## src/rtl/ov7670_pkg.sv

```systemverilog
// Shared types and default timing for the OV7670-style camera stream generator.
package ov7670_pkg;

    typedef enum logic [2:0] {
        ST_IDLE,
        ST_VSYNC,
        ST_VBP,
        ST_ACTIVE,
        ST_VFP
    } state_t;

    localparam int unsigned H_ACTIVE_DEF = 640;
    localparam int unsigned H_BLANK_DEF  = 144;
    localparam int unsigned V_SYNC_DEF   = 3;
    localparam int unsigned V_BP_DEF     = 17;
    localparam int unsigned V_ACTIVE_DEF = 480;
    localparam int unsigned V_FP_DEF     = 10;
    localparam int unsigned ADDR_W       = 19;
    localparam int unsigned DATA_W       = 8;

    localparam logic [7:0] CHROMA_NEUTRAL = 8'h80;

    // Counter width able to index 0..n-1, never narrower than one bit.
    function automatic int unsigned cnt_w(input int unsigned n);
        return (n > 1) ? $clog2(n) : 1;
    endfunction

    function automatic int unsigned max4(input int unsigned a, input int unsigned b,
                                         input int unsigned c, input int unsigned d);
        int unsigned m;
        m = a;
        if (b > m) m = b;
        if (c > m) m = c;
        if (d > m) m = d;
        return m;
    endfunction

endpackage

```

## src/rtl/ov7670_line_timer.sv

```systemverilog
// Pixel-clock phase, byte-in-line and line-in-phase counters with edge/end strobes.
module ov7670_line_timer #(
    parameter int unsigned LINE_BYTES = 1568,
    parameter int unsigned BYTE_W     = 11,
    parameter int unsigned LINE_W     = 9
) (
    input  logic              clk_50,
    input  logic              reset_n,
    input  logic              run,
    input  logic [LINE_W-1:0] line_last,
    output logic              pclk,
    output logic [BYTE_W-1:0] byte_cnt,
    output logic [LINE_W-1:0] line_cnt,
    output logic              rise_c,
    output logic              fall_c,
    output logic              eol_c,
    output logic              eop_c
);

    // A byte period ends on the edge where pclk drops from 1 to 0.
    assign rise_c = run && !pclk;
    assign fall_c = run && pclk;
    assign eol_c  = fall_c && (byte_cnt == BYTE_W'(LINE_BYTES - 1));
    assign eop_c  = eol_c && (line_cnt == line_last);

    always_ff @(posedge clk_50 or negedge reset_n) begin
        if (!reset_n) begin
            pclk     <= 1'b0;
            byte_cnt <= '0;
            line_cnt <= '0;
        end else if (!run) begin
            pclk     <= 1'b0;
            byte_cnt <= '0;
            line_cnt <= '0;
        end else begin
            pclk <= ~pclk;
            if (fall_c) begin
                byte_cnt <= eol_c ? '0 : byte_cnt + BYTE_W'(1);
            end
            if (eol_c) begin
                line_cnt <= eop_c ? '0 : line_cnt + LINE_W'(1);
            end
        end
    end

endmodule

```

## src/rtl/ov7670_stream_gen.sv

```systemverilog
// Generates an OV7670-style YCbCr 4:2:2 stream (pclk/vsync/href/data) from a frame buffer.
module ov7670_stream_gen
    import ov7670_pkg::*;
#(
    parameter int unsigned H_ACTIVE = H_ACTIVE_DEF,
    parameter int unsigned H_BLANK  = H_BLANK_DEF,
    parameter int unsigned V_SYNC   = V_SYNC_DEF,
    parameter int unsigned V_BP     = V_BP_DEF,
    parameter int unsigned V_ACTIVE = V_ACTIVE_DEF,
    parameter int unsigned V_FP     = V_FP_DEF
) (
    input  logic              clk_50,
    input  logic              reset_n,
    input  logic              enable,
    output logic              pclk,
    output logic              vsync,
    output logic              href,
    output logic [DATA_W-1:0] data,
    output logic [ADDR_W-1:0] mem_addr,
    output logic              mem_rd,
    input  logic [DATA_W-1:0] mem_data,
    output logic              frame_done,
    output logic              busy
);

    localparam int unsigned LINE_BYTES = 2 * (H_ACTIVE + H_BLANK);
    localparam int unsigned HREF_BYTES = 2 * H_ACTIVE;
    localparam int unsigned BYTE_W     = cnt_w(LINE_BYTES);
    localparam int unsigned LINE_W     = cnt_w(max4(V_SYNC, V_BP, V_ACTIVE, V_FP));

    state_t              state_q;
    state_t              state_d;
    logic [LINE_W-1:0]   line_last;
    logic [BYTE_W-1:0]   byte_cnt;
    logic [LINE_W-1:0]   line_cnt;
    logic                rise_c;
    logic                fall_c;
    logic                eol_c;
    logic                eop_c;
    logic                run;

    logic                vsync_d;
    logic                href_d;
    logic [DATA_W-1:0]   data_d;
    logic [ADDR_W-1:0]   mem_addr_d;
    logic                mem_rd_d;
    logic                frame_done_d;
    logic                busy_d;
    logic                upd;
    logic [BYTE_W-1:0]   nxt_byte;
    logic [LINE_W-1:0]   nxt_line;

    assign run = (state_q != ST_IDLE);

    ov7670_line_timer #(
        .LINE_BYTES (LINE_BYTES),
        .BYTE_W     (BYTE_W),
        .LINE_W     (LINE_W)
    ) u_line_timer (
        .clk_50    (clk_50),
        .reset_n   (reset_n),
        .run       (run),
        .line_last (line_last),
        .pclk      (pclk),
        .byte_cnt  (byte_cnt),
        .line_cnt  (line_cnt),
        .rise_c    (rise_c),
        .fall_c    (fall_c),
        .eol_c     (eol_c),
        .eop_c     (eop_c)
    );

    // Index of the last line in the current phase; kept apart from the FSM to avoid a false loop.
    always_comb begin
        line_last = '0;
        case (state_q)
            ST_VSYNC:  line_last = LINE_W'(V_SYNC - 1);
            ST_VBP:    line_last = LINE_W'(V_BP - 1);
            ST_ACTIVE: line_last = LINE_W'(V_ACTIVE - 1);
            ST_VFP:    line_last = LINE_W'(V_FP - 1);
            default:   line_last = '0;
        endcase
    end

    always_comb begin
        state_d      = state_q;
        vsync_d      = vsync;
        href_d       = href;
        data_d       = data;
        mem_addr_d   = mem_addr;
        mem_rd_d     = 1'b0;
        frame_done_d = 1'b0;
        upd          = 1'b0;
        nxt_byte     = '0;
        nxt_line     = '0;

        case (state_q)
            ST_IDLE:   if (enable) state_d = ST_VSYNC;
            ST_VSYNC:  if (eop_c)  state_d = ST_VBP;
            ST_VBP:    if (eop_c)  state_d = ST_ACTIVE;
            ST_ACTIVE: if (eop_c)  state_d = ST_VFP;
            ST_VFP:    if (eop_c)  state_d = enable ? ST_VSYNC : ST_IDLE;
            default:   state_d = ST_IDLE;
        endcase

        busy_d = (state_d != ST_IDLE);

        // Stream outputs move only where pclk falls (or at frame start, with pclk held low).
        upd = fall_c || ((state_q == ST_IDLE) && enable);
        if (fall_c && !eol_c) begin
            nxt_byte = byte_cnt + BYTE_W'(1);
        end
        if (fall_c && !eop_c) begin
            nxt_line = eol_c ? line_cnt + LINE_W'(1) : line_cnt;
        end

        if (upd) begin
            vsync_d  = (state_d == ST_VSYNC);
            href_d   = (state_d == ST_ACTIVE) && (32'(nxt_byte) < HREF_BYTES);
            mem_rd_d = href_d && !nxt_byte[0];
            if (!href_d) begin
                data_d = '0;
            end else if (!nxt_byte[0]) begin
                data_d = CHROMA_NEUTRAL;
            end else begin
                data_d = mem_data;
            end
            if (mem_rd_d) begin
                mem_addr_d = ADDR_W'(nxt_line) * ADDR_W'(H_ACTIVE) + ADDR_W'(nxt_byte >> 1);
            end
        end

        if ((state_d == ST_VSYNC) && (state_q != ST_VSYNC)) begin
            mem_addr_d = '0;
        end

        // Registered so the pulse lands on the last clk_50 cycle of the front porch.
        frame_done_d = (state_q == ST_VFP) && rise_c &&
                       (byte_cnt == BYTE_W'(LINE_BYTES - 1)) && (line_cnt == line_last);
    end

    always_ff @(posedge clk_50 or negedge reset_n) begin
        if (!reset_n) begin
            state_q    <= ST_IDLE;
            vsync      <= 1'b0;
            href       <= 1'b0;
            data       <= '0;
            mem_addr   <= '0;
            mem_rd     <= 1'b0;
            frame_done <= 1'b0;
            busy       <= 1'b0;
        end else begin
            state_q    <= state_d;
            vsync      <= vsync_d;
            href       <= href_d;
            data       <= data_d;
            mem_addr   <= mem_addr_d;
            mem_rd     <= mem_rd_d;
            frame_done <= frame_done_d;
            busy       <= busy_d;
        end
    end

endmodule

```

## config.mk

```make
export PLATFORM = sky130hd
export DESIGN_NAME = ov7670_stream_gen
export DESIGN_NICKNAME = d
export VERILOG_FILES = /design/src/rtl/ov7670_pkg.sv /design/src/rtl/ov7670_line_timer.sv /design/src/rtl/ov7670_stream_gen.sv
export SDC_FILE = /design/constraint.sdc
export NUM_CORES = 1
export LEC_CHECK = 0
export CAP_MARGIN = 30
export CELL_PAD_IN_SITES_DETAIL_PLACEMENT = 1
export CELL_PAD_IN_SITES_GLOBAL_PLACEMENT = 1
export CORE_MARGIN = 4
export CORE_UTILIZATION = 39
export CTS_CLUSTER_DIAMETER = 60
export CTS_CLUSTER_SIZE = 30
export DETAILED_ROUTE_END_ITERATION = 10
export GPL_ROUTABILITY_DRIVEN = 0
export GPL_TIMING_DRIVEN = 0
export HOLD_SLACK_MARGIN = 0.15
export PLACE_DENSITY = 0.8
export SYNTH_ARGS = -nofsm -noshare
export SYNTH_HDL_FRONTEND = slang
export SYNTH_SLANG_ARGS = --single-unit
```

## constraint.sdc

```tcl
create_clock -name clk_50 -period 4.44 [get_ports clk_50]
set_input_delay 1.332 -clock clk_50 [delete_from_list [all_inputs] [get_ports clk_50]]
set_output_delay 1.332 -clock clk_50 [all_outputs]
set_load 0.02 [all_outputs]
```

# After elaboration in Yosys (flattened, before gate mapping)
# Cells that the tools add are included.
# totals
out_inout_bits	33
inputBits	11
word_cells	76
reg_bits	56
# classes
n_addsub	3
reduce_logical	24
eq_ne	11
n_mux	24
magnitude_cmp	1
mul	1
n_bitwise	1
# op_table
operator	count
2-to-1 mux 19 bit	3
2-to-1 mux 9 bit	5
2-to-1 mux 11 bit	4
one-hot mux 9 bit (4 select lines)	1
adder 19 x 10 -> 19 bit	1
2-to-1 mux 8 bit	2
2-to-1 mux 3 bit	5
one-hot mux 3 bit (5 select lines)	1
logical AND 1 bit	13
multiplier 9 x 3 -> 12 bit (second input constant)	1
adder 11 x 1 -> 11 bit (second input constant)	1
== test 11 bit (second input constant)	1
< comparator 11 bit (second input constant)	1
adder 9 x 1 -> 9 bit (second input constant)	1
== test 3 x 2 -> 1 bit (second input constant)	3
== test 9 bit	1
== test 3 x 1 -> 1 bit (second input constant)	2
nonzero test 3 bit	2
logical NOT 1 bit	4
inequality test 2 bit (second input constant)	2
nonzero test 2 bit	2
== test 3 bit (second input constant)	1
logical NOT 3 bit	1
2-to-1 mux 1 bit	3
4 further kinds	4

# Logic depth before layout (Yosys ltp)
# Gate-level depths: netlist of run 1.
# logic_depth
ltp_word	12
ltp_mapped	19
depth_no_buf	18

# Cells and area by module
# From an unflattened synthesis of run 1, not the netlist that was laid out.
# hier_totals
hier_cells	441
hier_area_um2	3885.0
# modules_own_cells
module	cells_each	instances	seq_area_each_um2	area_each_um2
ov7670_stream_gen	308	1	875.8	2620.0
ov7670_line_timer	133	1	525.5	1265.0

# Least setup slack after synthesis of run 1
# Ideal clock, no wire load.
# synth_timing
kind	register to register
startpoint	register u_line_timer.line_cnt[6]
endpoint	register mem_addr[17]
n_path_buf	1
period_less_slack_ns	4.649
required_ns	4.346
setup_time_ns	0.094
stages_incl_launch_ff	19
arrival_ns	4.555
setup_slack_ns	-0.209
path_cell_list	dfrtp_1 buf_6 or4_4 mux2i_4 nor4b_2 nand3_1 o21ai_2 nor2_1 and2_1 ha_1 ha_1 fa_1 a211oi_1 nor2_1 o311ai_0 nand4_1 xnor2_1 xor2_1 a211oi_1
# synth_between
elab_chain_len	10
elab_cells_between_ends	25
cone_classes	add/sub (2); mul (1); eq/ne (3); mux (10); reduce/logical (9)
# synth_rtl
item	line_no	source
start, declared	ov7670_line_timer.sv:13	output logic [LINE_W-1:0] line_cnt,
start signal, assigned	ov7670_line_timer.sv:41	line_cnt <= eop_c ? '0 : line_cnt + LINE_W'(1);
branches (longest 10 deep; another with adder 19 x 10 -> 19 bit)	--	
end signal, assigned	ov7670_stream_gen.sv:157	mem_addr <= mem_addr_d;
end, declared	ov7670_stream_gen.sv:19	output logic [ADDR_W-1:0] mem_addr,
# Parallel ways; which one is timed is not known. The select of a mux whose other input is x is not followed.
# A chain may end at the register's enable or synchronous reset.

# Final worst setup path of run 1
# layout_timing
startpoint	register u_line_timer.line_cnt[2]
endpoint	register mem_addr[17]
# The elaborated chain is that of the path after synthesis.

==> flow_summary.ini, run 1 <==
[outcome]
status = complete, no violations

[yosys]
synthTopCellsByArea = dfrtp_1, nand2_1, ha_1, nor2_1, xnor2_1
synthSimpleGateAreaFrac_pct = 23.6
synth_xor_area_share_pct = 6.78
ys_types = 66
synthMuxAreaShare_pct = 4.28
synth_fa_ha_area_share_pct = 6.08
synth_common_cells = dfrtp_1, nand2_1, nor2_1
synth_flop_cell = dfrtp_1
synth_edf_count = 0
syn_nets = 442
ys_ff_latch = 56
netlist.area_leader.share_pct = 37.4
ys_warn_count = 0
synth_area_sq_um = 3750
yosysMostFrequentCell = dfrtp_1
syn_inst = 414
synth_top_family_by_area = simple AND/OR/NAND/NOR gates
synth_area_leader_cell = dfrtp_1
synth_area_per_cell_sq_um = 9.05
synth-compound-area-share_pct = 17.5
seq_area_frac_synth_pct = 37.4
async_reset_ff_share_pct = 100

[timing]
skew_ns = 0.00968
hold_violations = 0
worstMarginPinSlew_ns = 0.769
fin_crit_ns = 4.32
max-slew-margin-rel_pct = 48.6
max_freq_mhz = 231
drv_slew = 0
finalCritPeriodShare_pct = 97.4
holdWs_ns = 0.499
setup-violations-final = 0

[routing]
first_iter_violations = 95
vias_per_cell = 5.71
wl_per_cell_microns = 18.0
drc = 0
num_vias = 3530
routed_wl_mm = 11.1
dr.pass1.iters = 4
ant_nets = 0

[critical_path]
required_ns = 4.67
critPathLaunchType = register
crit_fanout = 4
crit_arrival_ns = 4.55
critPathKind = reg2reg
worstRegToRegCells = 17
cp-end-kind = register

[cts]
htreeDepth = 2
numCtsBuffers = 5
clock_sinks = 56
cts.reportedPaths.clkPinSlew_ns = 0.12
cts_tree = yes
cts_hold_buf = 0
clk-insertion-delay-late_ns = 0.32
clockBufferDepth = 2
root_buffer = clkbuf_8

[place]
dp_hpwl_mm = 8.00
io_buffers = 43

[final_layout]
drive_above_1_share_pct = 18.8
multi_input_area_sq_um = 2360
nets = 516
register_area_sq_um = 1400
area_growth_pct = 28.3
diodes = 0
fill_cells = 1095

[die]
die_x_microns = 106
boundaryPins = 44
start_util_pct = 40.4
core_area_sq_um = 9280
row_count = 35
fp.dieH_microns = 106
die-area_sq_um = 11200

[global_route]
grt_max_degree = 40
grt_use_total_pct = 19.4
grt_pass1_vias = 3678
antenna_found_initial = 0
overflow = 0
grt_pass1_wl_mm = 18.0

[power_and_ir_drop]
power_leakage_nw = 2.02
total_power_mw = 1.17
cellPowerDensity_nw_per_um2 = 243
ir_worst_vdd_mv = 0.139

[min_path]
hold_class = reg2reg
holdPathStages = 2

[job]
drv_cap = 0
-- placed cells by master (no fill, tap or decap), types with 8 or more instances in the layout --
cell | netlist | layout
a211oi_1 | 10 | 8
a21oi_1 | 14 | 13
a31oi_1 | 9 | 9
buf_4 | 0 | 24
clkdlybuf4s50_1 | 0 | 42
dfrtp_1 | 56 | 54
ha_1 | 15 | 12
inv_1 | 10 | 10
mux2i_1 | 10 | 10
nand2_1 | 51 | 49
nand3_1 | 12 | 11
nand4_1 | 13 | 13
nor2_1 | 42 | 41
o21ai_0 | 12 | 10
xnor2_1 | 17 | 17
xor2_1 | 12 | 11
-- cell type report --
class | count | share of cell area, %
Buffer | 20 | 2.63
Clock buffer | 5 | 1.43
Clock inverter | 3 | 0.521
Inverter | 11 | 0.859
Multi-Input combinational cell | 327 | 49.1
Sequential cell | 56 | 29.2
Tap cell | 129 | 3.36
Timing Repair Buffer | 67 | 12.9
-- sequential cells by signal, indices dropped and copies added (netlist names) --
signal / count
u_line_timer.pclk: 1
vsync: 1
mem_rd: 1
frame_done: 1
busy: 1
state_q: 3
u_line_timer.line_cnt: 9
href: 1
mem_addr: 19
data: 8
u_line_timer.byte_cnt: 11
-- report_power, final --
group,internal [mW],switching [mW]
Combinational,0.0994,0.207
Sequential,0.534,0.0197
Clock,0.116,0.192
Total,0.749,0.419
-- kinds of logic (layout without fill, tap and decap cells) --
group,after synthesis,in the layout
flops,56,56
fa+ha+maj,17,17
compound gates,94,94
mux,14,14
buf+inv,31,106
simple gates,173,173
xor+xnor,29,29
-- metal layers --
| layer | global-route usage [%] | routed length, microns |
|---|---|---|
| met1 | 23.6 | 4550 |
| met5 | 0 | 0 |
| met3 | 2.31 | 396 |
| met2 | 36.2 | 5970 |
| met4 | 5.18 | 204 |
-- worst paths after layout --
| check | to | slack [ns] | startpoint |
|---|---|---|---|
| worst max-delay path | mem_addr[17]$_DFFE_PN0P_ | 0.12 | u_line_timer.line_cnt[2]$_DFFE_PN0P_ |
| worst min-delay path | href$_DFFE_PN0P_ | 0.50 | href$_DFFE_PN0P_ |
| worst max register to register | mem_addr[17]$_DFFE_PN0P_ | 0.12 | u_line_timer.line_cnt[2]$_DFFE_PN0P_ |
| worst min register to register | href$_DFFE_PN0P_ | 0.50 | href$_DFFE_PN0P_ |
| max in group asynchronous | u_line_timer.byte_cnt[1]$_DFFE_PN0P_ | 2.92 | reset_n |
| min in group asynchronous | u_line_timer.byte_cnt[4]$_DFFE_PN0P_ | 0.94 | reset_n |
-- what timing repair did --
action	in CTS	in global routing
endpoints found under the setup margin	6	4
resized for setup	13	26
pin swaps	7	12
buffers inserted	9	15
-- worst max-delay path: stages (launching register included) --
cell and delay (ns):
dfrtp_2 0.44, or4_4 0.55, mux2i_4 0.19, nor4b_4 0.30, nand3_4 0.16, o21ai_4 0.11
nor2_2 0.07, and2_1 0.18, ha_2 0.18, ha_4 0.18, fa_2 0.43, a211oi_2 0.34
nor2_1 0.14, o311ai_2 0.28, nand4_1 0.16, xnor2_1 0.16, xor2_1 0.14, a211oi_1 0.21
-- per-stage QoR --
| step | cell area, sq um | TNS [ns] | util (%) | std cells | setup WS [ns] |
|---|---|---|---|---|---|
| 3_5_place_dp | 4370 | -2.63 | 47.0 | 587 | -0.758 |
| 3_3_place_gp | 4350 | -2.01 | 46.9 | 586 | -0.578 |
| 5_1_grt | 4810 | -0.171 | 51.8 | 618 | -0.0672 |
| 6_report | 4810 | 0 | 51.8 | 618 | 0.117 |
| 4_1_cts | 4600 | 0 | 49.6 | 604 | 0.0224 |
| 2_1_floorplan | 3760 | 0 | - | 414 | 0.00651 |
Power figures use the tool's default switching activity.
==> inputs of run 2 (changes only) <==
--- a/config.mk
+++ b/config.mk
@@ -14,8 +14,8 @@
 export CTS_CLUSTER_SIZE = 30
 export DETAILED_ROUTE_END_ITERATION = 10
 export GPL_ROUTABILITY_DRIVEN = 0
-export GPL_TIMING_DRIVEN = 0
 export HOLD_SLACK_MARGIN = 0.15
+export MAX_ROUTING_LAYER = met4
 export PLACE_DENSITY = 0.8
 export SYNTH_ARGS = -nofsm -noshare
 export SYNTH_HDL_FRONTEND = slang
==> run 2 against run 1 <==
  * Non-clock buffer count down 8
  * Register-to-register slack worse by 0.03 ns
  * Global-route usage up 0.18 points
  * Sequential share of layout area up 0.58 points
==> flow_summary.ini, run 2 (synthesis results as in run 1) <==
[final_layout]
layout_commonest_cell = dfrtp_1
nets = 508
multi_input_area_sq_um = 2310
area_growth_pct = 25.7
finalInstanceArea_sq_um = 4710
fill_cells = 1099
diodes = 0
largestRegisters = mem_addr x19, u_line_timer.byte_cnt x11, u_line_timer.line_cnt x9
register_area_sq_um = 1400
stdcell_count = 610
largest_reg_flops = 19
layout_common_cells = dfrtp_1, nand2_1, clkdlybuf4s50_1
top_register = mem_addr
drive_above_1_share_pct = 17.9

[min_path]
hold_class = reg2reg
holdPathStages = 2

[critical_path]
crit_chain = or4_4, mux2i_4, nor4b_4, buf_4, nand2_1, a21oi_1, a21o_1, mux2_2, ha_1, a211oi_2, o21ai_1, a221oi_2, buf_4, nand4_1, xnor2_1, xor2_1, a211oi_2
required_ns = 4.69
critPathKind = reg2reg
cp-end-kind = register
worstRegToRegCells = 17
critPathMaxStageDelay_ns = 0.51
crit_arrival_ns = 4.61
crit_fanout = 4
cpMaxStageDelayCell = or4_4
critPathLaunchType = register

[timing]
max-slew-margin-rel_pct = 51.1
skew_ns = 0.00772
drv_slew = 0
worstMarginPinSlew_ns = 0.731
setup-violations-final = 0
max_freq_mhz = 230
fin_crit_ns = 4.36
timing.final.ws_setup_ns = 0.0834
hold_violations = 0
finalSetupTns_ns = 0
finalCritPeriodShare_pct = 98.1

[place]
dp_hpwl_mm = 8.09
io_buffers = 43
post-place-ws_ns = 0.0589
dp_cells = 594
place_area_sq_um = 4440

[die]
die_x_microns = 106
boundaryPins = 44
fp.dieH_microns = 106
start_util_pct = 40.4
core_area_sq_um = 9280
die-area_sq_um = 11200
row_count = 35

[cts]
cts_tree = yes
clock_sinks = 56
htreeDepth = 2
cts_hold_buf = 0
clockBufferDepth = 2
cts.reportedPaths.clkPinSlew_ns = 0.11
clk-insertion-delay-late_ns = 0.33
numCtsBuffers = 5
root_buffer = clkbuf_8

[global_route]
grt_pass1_vias = 3615
antenna_found_initial = 0
overflow = 0
grt_pass1_wl_mm = 17.7
grt_use_total_pct = 19.6
grt_max_degree = 36

[routing]
dr.pass1.iters = 4
ant_nets = 0
num_vias = 3439
vias_per_cell = 5.64
routed_wl_mm = 11.0
first_iter_violations = 181
drc = 0
wl_per_cell_microns = 18.0

[power_and_ir_drop]
ir_worst_vdd_mv = 0.133
power_leakage_nw = 1.98
total_power_mw = 1.16
cellPowerDensity_nw_per_um2 = 247

[job]
drv_cap = 0

[outcome]
status = complete, no violations
[run 2: cell types whose count changed in the layout (fill, tap and decap cells not counted), sizes merged]
cell | before | now
clkbuf | 13 | 5
[run 2: metrics by stage]
step           utilization, %  hold WS (ns)
2_1_floorplan               -         0.488
3_3_place_gp             47.7         0.462
3_5_place_dp             47.8         0.475
4_1_cts                  48.9         0.507
5_1_grt                  50.7         0.538
6_report                 50.7         0.506
[run 2: layer usage]
metal  up-vias  share of wire (%)  track usage (%)
li1       1627                  -                -
met3        11                2.3             2.19
met1      1741                 44             24.1
met5         -                  0                -
met2        60                 53             34.5
met4         0               0.97             5.09
[run 2: path summary, 6_finish.rpt]
check,from,endpoint,slack [ns]
max,u_line_timer.line_cnt[7]$_DFFE_PN0P_,mem_addr[17]$_DFFE_PN0P_,0.08
min,href$_DFFE_PN0P_,href$_DFFE_PN0P_,0.51
max reg2reg,u_line_timer.line_cnt[7]$_DFFE_PN0P_,mem_addr[17]$_DFFE_PN0P_,0.08
min reg2reg,href$_DFFE_PN0P_,href$_DFFE_PN0P_,0.51
max in group asynchronous,reset_n,mem_addr[14]$_DFFE_PN0P_,2.61
min in group asynchronous,reset_n,u_line_timer.byte_cnt[5]$_DFFE_PN0P_,0.97
[run 2: cell type report]
cell class	count	area share (%)
multi-input cells	327	49.1
well taps	129	3.43
clock buffers	5	1.46
inverters	11	0.877
repair buffers	79	14.9
flip-flops and latches	56	29.8
clock inverters	3	0.531
[run 2: what timing repair did]
item / in CTS / in global routing
endpoints found under the setup margin: 2 / 4
pin swaps: 0 / 11
resized for setup: 2 / 23
hold endpoints to repair: 0 / 0
buffers inserted: 0 / 7
[run 2: worst max-delay path: cells and delay by family (launching register included)]
kind	cells	cell delay, ns
DFF	1	0.44
and+or+nand+nor	4	0.96
muxes	2	0.55
adders and majority gates	1	0.34
AOI/OAI and AO/OA	6	1.31
buffers and inverters	2	0.35
xor gates and xnor gates	2	0.34
[run 2: where the power goes]
part	switching [mW]	internal (mW)	total, mW
Combinational	0.189	0.0978	0.287
Clock	0.193	0.116	0.309
Sequential	0.0314	0.533	0.565
Total	0.414	0.747	1.16
==> inputs of run 3 (changes only) <==
--- a/config.mk
+++ b/config.mk
@@ -6,17 +6,15 @@
 export NUM_CORES = 1
 export LEC_CHECK = 0
 export CAP_MARGIN = 30
-export CELL_PAD_IN_SITES_DETAIL_PLACEMENT = 1
-export CELL_PAD_IN_SITES_GLOBAL_PLACEMENT = 1
 export CORE_MARGIN = 4
-export CORE_UTILIZATION = 39
+export CORE_UTILIZATION = 50
 export CTS_CLUSTER_DIAMETER = 60
 export CTS_CLUSTER_SIZE = 30
 export DETAILED_ROUTE_END_ITERATION = 10
 export GPL_ROUTABILITY_DRIVEN = 0
 export HOLD_SLACK_MARGIN = 0.15
 export MAX_ROUTING_LAYER = met4
-export PLACE_DENSITY = 0.8
+export PLACE_DENSITY = 0.78
 export SYNTH_ARGS = -nofsm -noshare
 export SYNTH_HDL_FRONTEND = slang
 export SYNTH_SLANG_ARGS = --single-unit
==> run 3 against run 2 <==
  * Combinational power shrank 9.4%
  * Clock-buffer cell count is the same
  * Sequential share of layout area grew 0.75 points
  * Global-route usage is 1.6 points higher
  * Final cell count shrank 5.9%
  * Die area fell by 20%
  * Critical path depth stayed put
  * Fmax grew 3.1%
  * Utilization grew 13 points
  * Via count is 2.8% lower
  * Routed wire length decreased by 16%
  * Worst hold slack got worse by 0.013 ns
  * Critical path type unchanged
  * Largest power group unchanged
==> flow_summary.ini, run 3 (synthesis results as in run 1) <==
[die]
fp.dieH_microns = 94.6
start_util_pct = 51.6
core_area_sq_um = 7250
boundaryPins = 44
die_x_microns = 94.6
row_count = 31
die-area_sq_um = 8940

[critical_path]
worstRegToRegCells = 17
rrSetupSlack_ns = 0.21
crit_fanout = 11
r2r-end = mem_addr[17]$_DFFE_PN0P_
critPathLaunchType = register
required_ns = 4.67
cp-end-kind = register
critPathKind = reg2reg
crit_arrival_ns = 4.46
r2r-start = state_q[0]$_DFF_PN0_

[place]
dp_hpwl_mm = 6.77
dp_cells = 559
place_area_sq_um = 4360
post-place-ws_ns = 0.0191
io_buffers = 43

[timing]
rsz0062_at_grt = yes
max_freq_mhz = 237
holdWs_ns = 0.493
hold_violations = 0
setup-violations-final = 0
fin_crit_ns = 4.23
timing.final.ws_setup_ns = 0.214
max-slew-margin-rel_pct = 52.1
finalCritPeriodShare_pct = 95.2
worstMarginPinSlew_ns = 0.716
skew_ns = 0.0133
drv_slew = 0

[final_layout]
multi_input_area_sq_um = 2280
area_growth_pct = 22.6
nets = 502
largest_reg_flops = 19
largestRegisters = mem_addr x19, u_line_timer.byte_cnt x11, u_line_timer.line_cnt x9
top_register = mem_addr
layout_common_cells = dfrtp_1, nand2_1, nor2_1, clkdlybuf4s50_1, buf_4
register_area_sq_um = 1400
layout_commonest_cell = dfrtp_1
diodes = 0
stdcell_count = 574
fill_cells = 601
finalInstanceArea_sq_um = 4590
drive_above_1_share_pct = 15.8

[global_route]
overflow = 0
grt_max_degree = 31
grt_pass1_wl_mm = 14.7
grt_use_total_pct = 21.3
antenna_found_initial = 0
grt_pass1_vias = 3047

[routing]
num_vias = 3343
drc = 0
wl_per_cell_microns = 16.2
first_iter_violations = 196
ant_nets = 0
routed_wl_mm = 9.28
vias_per_cell = 5.82
dr.pass1.iters = 5

[cts]
htreeDepth = 2
cts.reportedPaths.clkPinSlew_ns = 0.11
cts_tree = yes
clock_sinks = 56
clk-insertion-delay-late_ns = 0.32
root_buffer = clkbuf_8
clockBufferDepth = 2
cts_hold_buf = 0
numCtsBuffers = 5

[power_and_ir_drop]
power.clock.fraction_pct = 26.7
total_power_mw = 1.13
internal_power_uw = 741
netSwitchingFraction_pct = 34.5
p_seq_share_pct = 50.3
power_leakage_nw = 1.95
cellPowerDensity_nw_per_um2 = 246
comb_power_share_pct = 23.0
netSwitchingPower_uw = 390
ir_worst_vdd_mv = 0.141

[job]
drv_cap = 0

[min_path]
hold_start = vsync$_DFFE_PN0P_
hold_class = reg2reg
min_to = vsync$_DFFE_PN0P_
holdPathStages = 2

[outcome]
status = complete, no violations
==> run 3: layout make-up <==
type                            count  area share [%]
Clock inverter                      3           0.545
Tap cell                           99            2.70
Timing Repair Buffer               73            14.2
Clock buffer                        5            1.50
Sequential cell                    56            30.5
Inverter                           11           0.899
Multi-Input combinational cell    327            49.7
==> run 3: worst max-delay path by stage <==
stage	cells past startpoint	start	endpoint	slack [ns]
floorplan	18	u_line_timer.line_cnt[6]$_DFFE_PN0P_	mem_addr[17]$_DFFE_PN0P_	0.007
global placement	17	u_line_timer.line_cnt[2]$_DFFE_PN0P_	mem_addr[17]$_DFFE_PN0P_	0.12
detailed placement	17	u_line_timer.line_cnt[7]$_DFFE_PN0P_	mem_addr[17]$_DFFE_PN0P_	0.02
CTS	17	u_line_timer.line_cnt[7]$_DFFE_PN0P_	mem_addr[17]$_DFFE_PN0P_	-0.01
global route	17	u_line_timer.line_cnt[2]$_DFFE_PN0P_	mem_addr[17]$_DFFE_PN0P_	-0.04
finish	17	state_q[0]$_DFF_PN0_	mem_addr[17]$_DFFE_PN0P_	0.21
==> run 3: per-stage QoR <==
step | util [%] | setup TNS (ns)
2_1_floorplan | - | 0
3_3_place_gp | 60.1 | 0
3_5_place_dp | 60.1 | 0
4_1_cts | 61.5 | -0.0116
5_1_grt | 63.3 | -0.0701
6_report | 63.3 | 0
==> run 3: timing repair <==
action | in CTS | in global routing
pin swaps | 0 | 10
endpoints found under the setup margin | 3 | 5
buffers inserted | 0 | 7
resized for setup | 2 | 16
==> run 3: power groups by stage <==
stage / Sequential (mW) / Combinational [mW] / Clock (mW)
after floorplan: 0.567 / 0.163 / 0
after global placement: 0.576 / 0.251 / 0
after detailed placement: 0.577 / 0.257 / 0
after CTS: 0.567 / 0.259 / 0.308
after global routing: 0.573 / 0.288 / 0.322
final: 0.569 / 0.260 / 0.302
==> run 3: critical path, stage by stage (launching register included) <==
cell and delay [ns]:
dfrtp_1 0.57, inv_2 0.08, a221o_1 0.40, nor4b_4 0.35, nand3_2 0.19, o21ai_2 0.11
nor2_1 0.07, and2_1 0.17, ha_1 0.19, ha_2 0.21, fa_2 0.45, a211oi_4 0.29
nor2_1 0.12, o311ai_2 0.29, nand4_1 0.16, xnor2_1 0.16, xor2_1 0.14, a211oi_1 0.19
==> run 3: metal layers <==
layer / vias up / global-route usage (%) / part of all wire [%]
met3: 16 / 3.03 / 3.8
li1: 1616 / - / -
met4: 0 / 4.81 / 1.3
met1: 1625 / 26.8 / 43
met5: - / - / 0
met2: 86 / 36.3 / 52
